**src/rtl/pm_sequencer.sv**
```systemverilog
// rtl/pm_sequencer.sv - program memory port owner: host programming in PROG, PC and fetch in RUN
module pm_sequencer #(
  parameter int ADDRESS_WIDTH = 8,
  parameter int DATA_WIDTH    = 8
) (
  input  logic                     clk,
  input  logic                     rst_n,
  input  logic [1:0]               mode,
  input  logic                     prog_valid,
  input  logic [DATA_WIDTH-1:0]    prog_data,
  output logic                     prog_ready,
  input  logic                     prog_done,
  input  logic                     cpu_fetch_req,
  input  logic                     cpu_jump,
  input  logic [ADDRESS_WIDTH-1:0] cpu_jump_addr,
  output logic                     fetch_valid,
  output logic [DATA_WIDTH-1:0]    fetch_instr,
  output logic [ADDRESS_WIDTH:0]   pc,
  output logic                     halted,
  output logic                     error,
  output logic [ADDRESS_WIDTH:0]   prog_len,
  output logic [ADDRESS_WIDTH-1:0] pm_addr,
  output logic                     pm_we,
  output logic [DATA_WIDTH-1:0]    pm_wdata,
  input  logic [DATA_WIDTH-1:0]    pm_rdata
);

  localparam logic [1:0] MODE_RUN  = 2'b01;
  localparam logic [1:0] MODE_PROG = 2'b10;

  typedef enum logic [1:0] {S_IDLE, S_PROG, S_RUN, S_HALT} state_t;

  state_t                 state;
  logic [ADDRESS_WIDTH:0] wr_ptr;
  logic [ADDRESS_WIDTH:0] wr_next;
  logic [ADDRESS_WIDTH:0] pc_next;
  logic                   accept;
  logic                   jump_out;

  // wr_ptr is one bit wider than the address so a full memory shows up as the MSB.
  assign prog_ready = (state == S_PROG) && !wr_ptr[ADDRESS_WIDTH];
  assign accept     = prog_valid && prog_ready;
  assign wr_next    = wr_ptr + {{ADDRESS_WIDTH{1'b0}}, accept};
  assign pc_next    = pc + {{ADDRESS_WIDTH{1'b0}}, 1'b1};
  assign jump_out   = {1'b0, cpu_jump_addr} >= prog_len;

  assign halted   = (state == S_HALT);
  assign pm_we    = accept;
  assign pm_wdata = prog_data;
  assign pm_addr  = (state == S_PROG) ? wr_ptr[ADDRESS_WIDTH-1:0] : pc[ADDRESS_WIDTH-1:0];

  always_ff @(posedge clk or negedge rst_n) begin
    if (!rst_n) begin
      state       <= S_IDLE;
      wr_ptr      <= '0;
      pc          <= '0;
      prog_len    <= '0;
      fetch_valid <= 1'b0;
      fetch_instr <= '0;
      error       <= 1'b0;
    end else begin
      fetch_valid <= 1'b0;
      case (state)
        S_IDLE: begin
          if (mode == MODE_PROG) begin
            state  <= S_PROG;
            wr_ptr <= '0;
            error  <= 1'b0;
          end else if (mode == MODE_RUN) begin
            state <= S_RUN;
            pc    <= '0;
          end
        end
        S_PROG: begin
          wr_ptr <= wr_next;
          // A word accepted in the closing cycle still counts toward the length.
          if (prog_done || (mode != MODE_PROG)) begin
            state    <= S_IDLE;
            prog_len <= wr_next;
          end
        end
        S_RUN: begin
          if (mode != MODE_RUN) begin
            state <= S_IDLE;
          end else if (prog_len == '0) begin
            state <= S_HALT;
          end else if (cpu_jump) begin
            pc <= {1'b0, cpu_jump_addr};
            if (jump_out) begin
              state <= S_HALT;
              error <= 1'b1;
            end
          end else if (cpu_fetch_req) begin
            fetch_instr <= pm_rdata;
            fetch_valid <= 1'b1;
            pc          <= pc_next;
            if (pc_next == prog_len) begin
              state <= S_HALT;
            end
          end
        end
        S_HALT: begin
          if (mode != MODE_RUN) begin
            state <= S_IDLE;
          end
        end
        default: state <= S_IDLE;
      endcase
    end
  end

endmodule
```
**config.mk**
```make
export PLATFORM = sky130hd
export DESIGN_NAME = pm_sequencer
export DESIGN_NICKNAME = d
export VERILOG_FILES = /design/src/rtl/pm_sequencer.sv
export SDC_FILE = /design/constraint.sdc
export NUM_CORES = 1
export LEC_CHECK = 0
export CORE_ASPECT_RATIO = 0.6
export CORE_UTILIZATION = 43
export CTS_CLUSTER_SIZE = 25
export DETAILED_ROUTE_END_ITERATION = 16
export PLACE_DENSITY = 0.77
export SLEW_MARGIN = 25
export SYNTH_ARGS = -nofsm -noshare
export SYNTH_HDL_FRONTEND = slang
export SYNTH_SLANG_ARGS = --single-unit
```
**constraint.sdc**
```tcl
create_clock -name clk -period 2.36 [get_ports clk]
set_input_delay 0.59 -clock clk [delete_from_list [all_inputs] [get_ports clk]]
set_output_delay 0.59 -clock clk [all_outputs]
set_load 0.05 [all_outputs]
```
# After elaboration in Yosys (flattened, before gate mapping)
# Index checks and enable logic that the tools add are counted.
[op_classes] n_addsub=2 multipliers=0 n_div=0 n_lt_le_gt_ge=1 eq_ne=22 shift=0 n_mux=32 bitwise=3 reduce_logical=14
[ops] cell="$mux 9" count=7
[ops] cell="$pmux 9 s2" count=2
[ops] cell="$mux 2" count=10
[ops] cell="$reduce_and 6->1" count=3
[ops] cell="$ne 2x2->1 const B" count=8
[ops] cell="$ne 5x5->1 const B" count=3
[ops] cell="$mux 1" count=10
[ops] cell="$add 9x1->9" count=1
[ops] cell="$add 9x1->9 const B" count=1
[ops] cell="$eq 9x9->1" count=1
[ops] cell="$ge 8x9->1" count=1
[ops] cell="$logic_not 9->1" count=1
[ops] cell="$mux 8" count=1
[ops] cell="$pmux 2 s4" count=1
[ops] cell="$eq 2x2->1 const B" count=3
[ops] cell="$ne 2x1->1 const B" count=3
[ops] cell="$ne 3x3->1 const B" count=2
[ops] cell="$reduce_and 5->1" count=1
[ops] cell="$eq 2x1->1 const B" count=2
[ops] cell="$reduce_and 2->1" count=2
[ops] cell="$reduce_bool 2->1" count=2
[ops] cell="$not 1->1" count=3
[ops] cell="$logic_and 1x1->1" count=2
[ops] cell="$logic_not 2->1" count=1
[ops] cell="3 further kinds" count=3
[word_totals] register_bits=39 latch_bits=0 ram_bits=0 rom_bits=0 out_inout_bits=47 word_cells=81 n_memories=0

# Depth between registers and ports, before layout
[depth] depth_word=8 mapped_depth=13 depth_no_buf=12

# Least setup slack after synthesis
# Ideal clock, no wire load.
[synth_path] path_type="reg2reg" startpoint="register state[1]" endpoint="register wr_ptr[8]" t_arrival_ns=3.435 t_required_ns=2.237 path_slack_ns=-1.198 path_stages_with_launch=14 synth_period_minus_slack_ns=3.558 cell_sequence="dfrtp_1 clkbuf_1 inv_1 nand2_1 nor2_1 and2_1 ha_1 ha_1 and3_1 and3_1 and3_1 nor2_1 o21ai_0 nand2_1"
[synth_between] elab_chain_cells=5 word_cells_on_any_way=9
[synth_lines] element="from (decl)" line_no="33" source="state_t state;"
[synth_lines] element="from (signal assigned)" line_no="54" source="state <= S_IDLE;"
[synth_lines] element="from (signal assigned)" line_no="66" source="state <= S_PROG;"
[synth_lines] element="from (signal assigned)" line_no="70" source="state <= S_RUN;"
[synth_lines] element="$eq 2x1->1" line_no="41" source="assign prog_ready = (state == S_PROG) && !wr_ptr[ADDRESS_WIDTH];"
[synth_lines] element="$logic_and 1x1->1" line_no="41"
[synth_lines] element="net prog_ready" line_no="11" source="output logic prog_ready,"
[synth_lines] element="$logic_and 1x1->1" line_no="42" source="assign accept = prog_valid && prog_ready;"
[synth_lines] element="net pm_we" line_no="23" source="output logic pm_we,"
[synth_lines] element="$add 9x1->9" line_no="43" source="assign wr_next = wr_ptr + {{ADDRESS_WIDTH{1'b0}}, accept};"
[synth_lines] element="$pmux 9 s2" line_no="63" source="case (state)"
[synth_lines] element="to (signal assigned)" line_no="75" source="wr_ptr <= wr_next;"
[synth_lines] element="to (decl)" line_no="34" source="logic [ADDRESS_WIDTH:0] wr_ptr;"
# The timed path passes the listed nets, and every way through them passes these cells.
# A chain may end at the register's enable or synchronous reset.

# Worst setup path after layout
[layout_path] startpoint="input cpu_jump_addr[1]" endpoint="register state[0]"
[layout_between] elab_chain_cells=3
[layout_lines] element="from (decl)" line_no="15" source="input logic [ADDRESS_WIDTH-1:0] cpu_jump_addr,"
[layout_lines] element="$ge 8x9->1" line_no="45" source="assign jump_out = {1'b0, cpu_jump_addr} >= prog_len;"
[layout_lines] element="$ne 5x5->1 (no source line)"
[layout_lines] element="$reduce_and 6->1 (no source line)"
# No other way between the ends.

==> results <==
- The flow ran to the end, and the final reports show no timing, DRC or antenna violations.
- TritonCTS built the clock tree.
- The endpoint identified for the worst register-to-register timing path is pc[4].
- The switching share of power is 47.7%.
- Before antenna repair, the detailed router went through 5 iterations.
- The share of synthesized area spent on multiplexers is less than 1%.
- After synthesis, the largest area contributor takes up 38.0% of total cell area.
- In this run the static leakage power is 1.71 nW.
- The core occupancy in the finished layout is about two thirds.
- Of the total synthesized cell area, the portion taken by full adders, half adders and majority gates is 6.34%.
- The average footprint of a synthesized cell is 8.28 sq um.
- The deepest clock path buffer count is 2.
- At the worst endpoint, the required time is between 2000 and 3000 ps.
- The cell area after technology mapping is between 2000 and 3000 sq um.
- From synthesis to final layout, the design area changed by 46.8%.
- The sequential power share is between 20% and 30%.
- At the placement stage, the worst setup path has a slack of -371 ps.
- The antenna diode instance count is 0.
- Cells with a size suffix above 1 make up 21.1% of the layout.
- Dividing the final minimum period by the clock period gives 97.8%.
- The sequential-to-total area share from yosys stat is a little under two fifths.
- Of the total synthesized cell area, the portion taken by XOR and XNOR cells is under 10%.
- Hold timing on the final database bottoms out at a slack of about 220 ps.
- The number of flip-flops and latches in the synthesized netlist is 39.
- In this run, CTS created clock tree buffers numbering 5.
- The power density of the placed cells is slightly above 900 nW/um^2.
- The fraction of the mapped netlist area in simple logic gates is approximately a quarter.
- The max-slew violation total from the final report came to 0.
- The data arrival at the endpoint of the critical path is between 2000 and 3000 ps.
- Dividing the detail-routed via count by the number of cells gives between 5 and 6.
- The critical setup path kind is input port to register.
- Global routing finished with a remaining overflow of 0.
- The net switching power is ~1.7 mW.
- The starting density of the core is between 40% and 50%.
- The die height is a little over 60 um.
- The part of the total power dissipated in combinational logic is between 50% and 60%.
- Yosys mapped a number of flops with a built-in enable equal to 0.
- In this run the clock root is driven by a sky130_fd_sc_hd__clkbuf_8.
- The final hold violation count is 0.
- The total of buffers placed on input and output ports is 62.
- The pin count of the biggest net entering global routing is 23.
- The number of nets in the synthesized netlist is around 360.
- The area of the die is 6290 sq um.
- The top flip-flop cell by instance count after synthesis is sky130_fd_sc_hd__dfrtp_1.
- For this run, design rule violations remaining after detail routing come to 0.
- The synthesized instance count is 310.
- The first routing iteration left 169 violations.
- For the worst-skew pair, the clock arrives at the later sink with an insertion delay of between 300 and 400 ps.
- The count of unique library cells instantiated by Yosys is 45.
- Measured along the x axis, the die boundary spans slightly above 100 um.
- The worst path meets setup with ~51 ps of slack.
- The final net count is roughly 440.
- The dominant cell type by area after synthesis is sky130_fd_sc_hd__dfrtp_1.
- The first global-routing pass estimated about 11000 um of wire.
- Timing would allow up to 433 MHz.
- The worst hold-check path type is input port to async pin.
- During I/O placement, the number of pins put on the boundary was just under 80.
- The congestion estimate from routability-driven global placement came to about 0.9.
- Once detail routing completed, the nets flagged for antenna violations numbered 0.
- The wire length per cell after detailed routing is 15.2 um.
- In the global route stage, overall resource usage came out at 24.5%.
- The post-placement cell area is between 3000 and 4000 sq um.
- The placement row count is 21.
- The number of cells on the worst reg-to-reg path is 7.
- The clock drives 39 sinks.
- The worst slew margin relative to its limit is approximately two thirds.
- The Yosys warning count is 0.
- The via count is about 2500.
- The synthesized netlist devotes ~17% of its cell area to compound gates.
- Across the run, the number of max-cap violations was 0.
- Setup violations remaining at the end of the flow were counted as 0.
- Summed over all nets, the half-perimeter wirelength after detailed placement is 5740 um.
- Along the worst path, the maximum fanout reaches 3.
- The initial antenna violation count is 0.
- The startpoint of the worst register-to-register path is prog_len[2].
- For the pin with the worst max-slew slack, the measured transition is about 520 ps.
- The clock input transition at the sequential cells of the worst setup and hold paths is ~90 ps.
- Setup repair after global routing left no endpoint under its margin.
- The H-tree generated during clock tree synthesis spans 2 levels.
- The clock network burns around 14% of the power.
- The core area is approximately 5700 sq um.
- The clock skew after layout is 11.1 ps.
- Summing internal, switching and leakage power gives 3.49 mW.
- The via count of the first global-routing pass came to between 2000 and 2500.
- The register-to-register setup slack is around 80 ps.
- Wires add up to between 7000 and 8000 um.
- The main combinational cell family by area after synthesis is simple AND/OR/NAND/NOR gates.
- Ranked by total cell area, the synthesized netlist is headed by sky130_fd_sc_hd__dfrtp_1 (38%), sky130_fd_sc_hd__nand2_1 (11%), sky130_fd_sc_hd__ha_1 (6.3%).
- The worst ir drop on vdd is roughly 600 uV.
- The kind of launch point of the worst setup path is an input port.
- Summing all non-filler instances in the final layout gives an area of ~3800 sq um.
- The time the final worst path needs with I/O delays and setup is roughly 2300 ps.
- The type of element capturing the critical path is a register.
- Internal power comes to about 1.8 mW.
- The fraction of synthesis flops using an asynchronous set or reset pin is between 90% and 100%.
-- routing by layer --
layer	track usage, %	part of all wire, %
met1	35.5	48
met2	36.8	44
met3	5.93	8.3
met4	6.21	0.58
met5	0	0
-- flip-flops by register name (all words and copies together) (netlist names) --
register / flops
error: 1
fetch_instr: 8
fetch_valid: 1
pc: 9
prog_len: 9
state: 2
wr_ptr: 9
-- Yosys cell counts (2+ instances only) --
master                     number
sky130_fd_sc_hd__nor2_1        23
sky130_fd_sc_hd__mux2_2         2
sky130_fd_sc_hd__and2_1         4
sky130_fd_sc_hd__clkbuf_1      10
sky130_fd_sc_hd__buf_4          8
sky130_fd_sc_hd__o311ai_0       3
sky130_fd_sc_hd__o31ai_1        3
sky130_fd_sc_hd__and3_1         6
sky130_fd_sc_hd__xnor2_1       15
sky130_fd_sc_hd__ha_1          13
sky130_fd_sc_hd__a22o_1         3
sky130_fd_sc_hd__dfrtp_1       39
sky130_fd_sc_hd__a211oi_1       2
sky130_fd_sc_hd__nor2b_1        5
sky130_fd_sc_hd__xor2_1         5
sky130_fd_sc_hd__nand4_1        3
sky130_fd_sc_hd__nand3_1        5
sky130_fd_sc_hd__nand2_1       73
sky130_fd_sc_hd__nor4_1         2
sky130_fd_sc_hd__a21oi_1        7
sky130_fd_sc_hd__nor3_1         6
sky130_fd_sc_hd__inv_1         14
sky130_fd_sc_hd__o21ai_0       31
sky130_fd_sc_hd__a22oi_1        2
sky130_fd_sc_hd__a31oi_1        3
sky130_fd_sc_hd__nand2b_1       3
sky130_fd_sc_hd__o211ai_1       2
-- how the worst max path moves through the flow --
stage | from | end | slack (ps) | cells past startpoint
CTS | pc[6] | pc[6] | 20 | 1
detailed placement | cpu_jump_addr[0] | state[0] | -370 | 10
finish | cpu_jump_addr[1] | state[0] | 50 | 8
global route | pc[3] | pc[3] | 10 | 1
global placement | cpu_jump_addr[0] | state[0] | -330 | 10
floorplan | state[1] | wr_ptr[8] | -150 | 13
-- metrics by stage --
step,std cells,setup TNS [ps]
3_5_place_dp,469,-1340
5_1_grt,479,0
2_1_floorplan,310,-254
4_1_cts,477,0
3_3_place_gp,469,-884
6_report,479,0
-- kinds of logic after synthesis --
group | after synthesis
multiplexers | 2
flip-flops | 39
AO/OA/AOI/OAI | 66
XOR/XNOR | 20
AND/OR/NAND/NOR | 136
buffers and inverters | 34
adder cells (fa/ha/maj) | 13
-- power by group through the flow --
stage	logic (mW)	registers [mW]	clock network, mW
6_report	2.03	0.995	0.470
5_1_grt	2.14	1.01	0.504
4_1_cts	2.02	0.990	0.478
3_5_place_dp	2.00	1.00	0
3_3_place_gp	1.98	1.00	0
2_1_floorplan	0.765	1.46	0
-- critical path, stage by stage --
cell,delay [ps]
sky130_fd_sc_hd__clkdlybuf4s50_1,450
sky130_fd_sc_hd__ha_1,320
sky130_fd_sc_hd__a211oi_2,220
sky130_fd_sc_hd__nor3_1,90
sky130_fd_sc_hd__o41ai_2,360
sky130_fd_sc_hd__buf_4,170
sky130_fd_sc_hd__o211ai_1,90
sky130_fd_sc_hd__a31o_2,220
-- final cells by class --
| type | count | area [sq um] |
|---|---|---|
| Clock buffer | 5 | 68.8 |
| Clock inverter | 3 | 20.0 |
| Fill cell | 462 | 1910 |
| Inverter | 15 | 63.8 |
| Multi-Input combinational cell | 237 | 1520 |
| Sequential cell | 39 | 978 |
| Tap cell | 80 | 100 |
| Timing Repair Buffer | 100 | 1020 |
-- what timing repair did --
action / CTS / global route
pin swaps: 2 / 1
setup endpoints to repair: 1 / 3
buffers inserted: 0 / 2
hold buffers: 0 / 0
gates resized for setup: 3 / 3
-- cell usage in the layout, fill, tap and decap left out, drive strengths merged, types with 4 or more instances in the layout --
master / instances
xnor2: 15
a21oi: 7
o21ai: 32
xor2: 5
inv: 15
dfrtp: 39
clkbuf: 5
and2: 4
ha: 13
nand2: 73
clkdlybuf4s50: 47
nor2: 24
and3: 6
nor2b: 5
nor3: 6
nand3: 5
buf: 51
a31oi: 4
No activity file was read; power rests on OpenSTA's default activity.
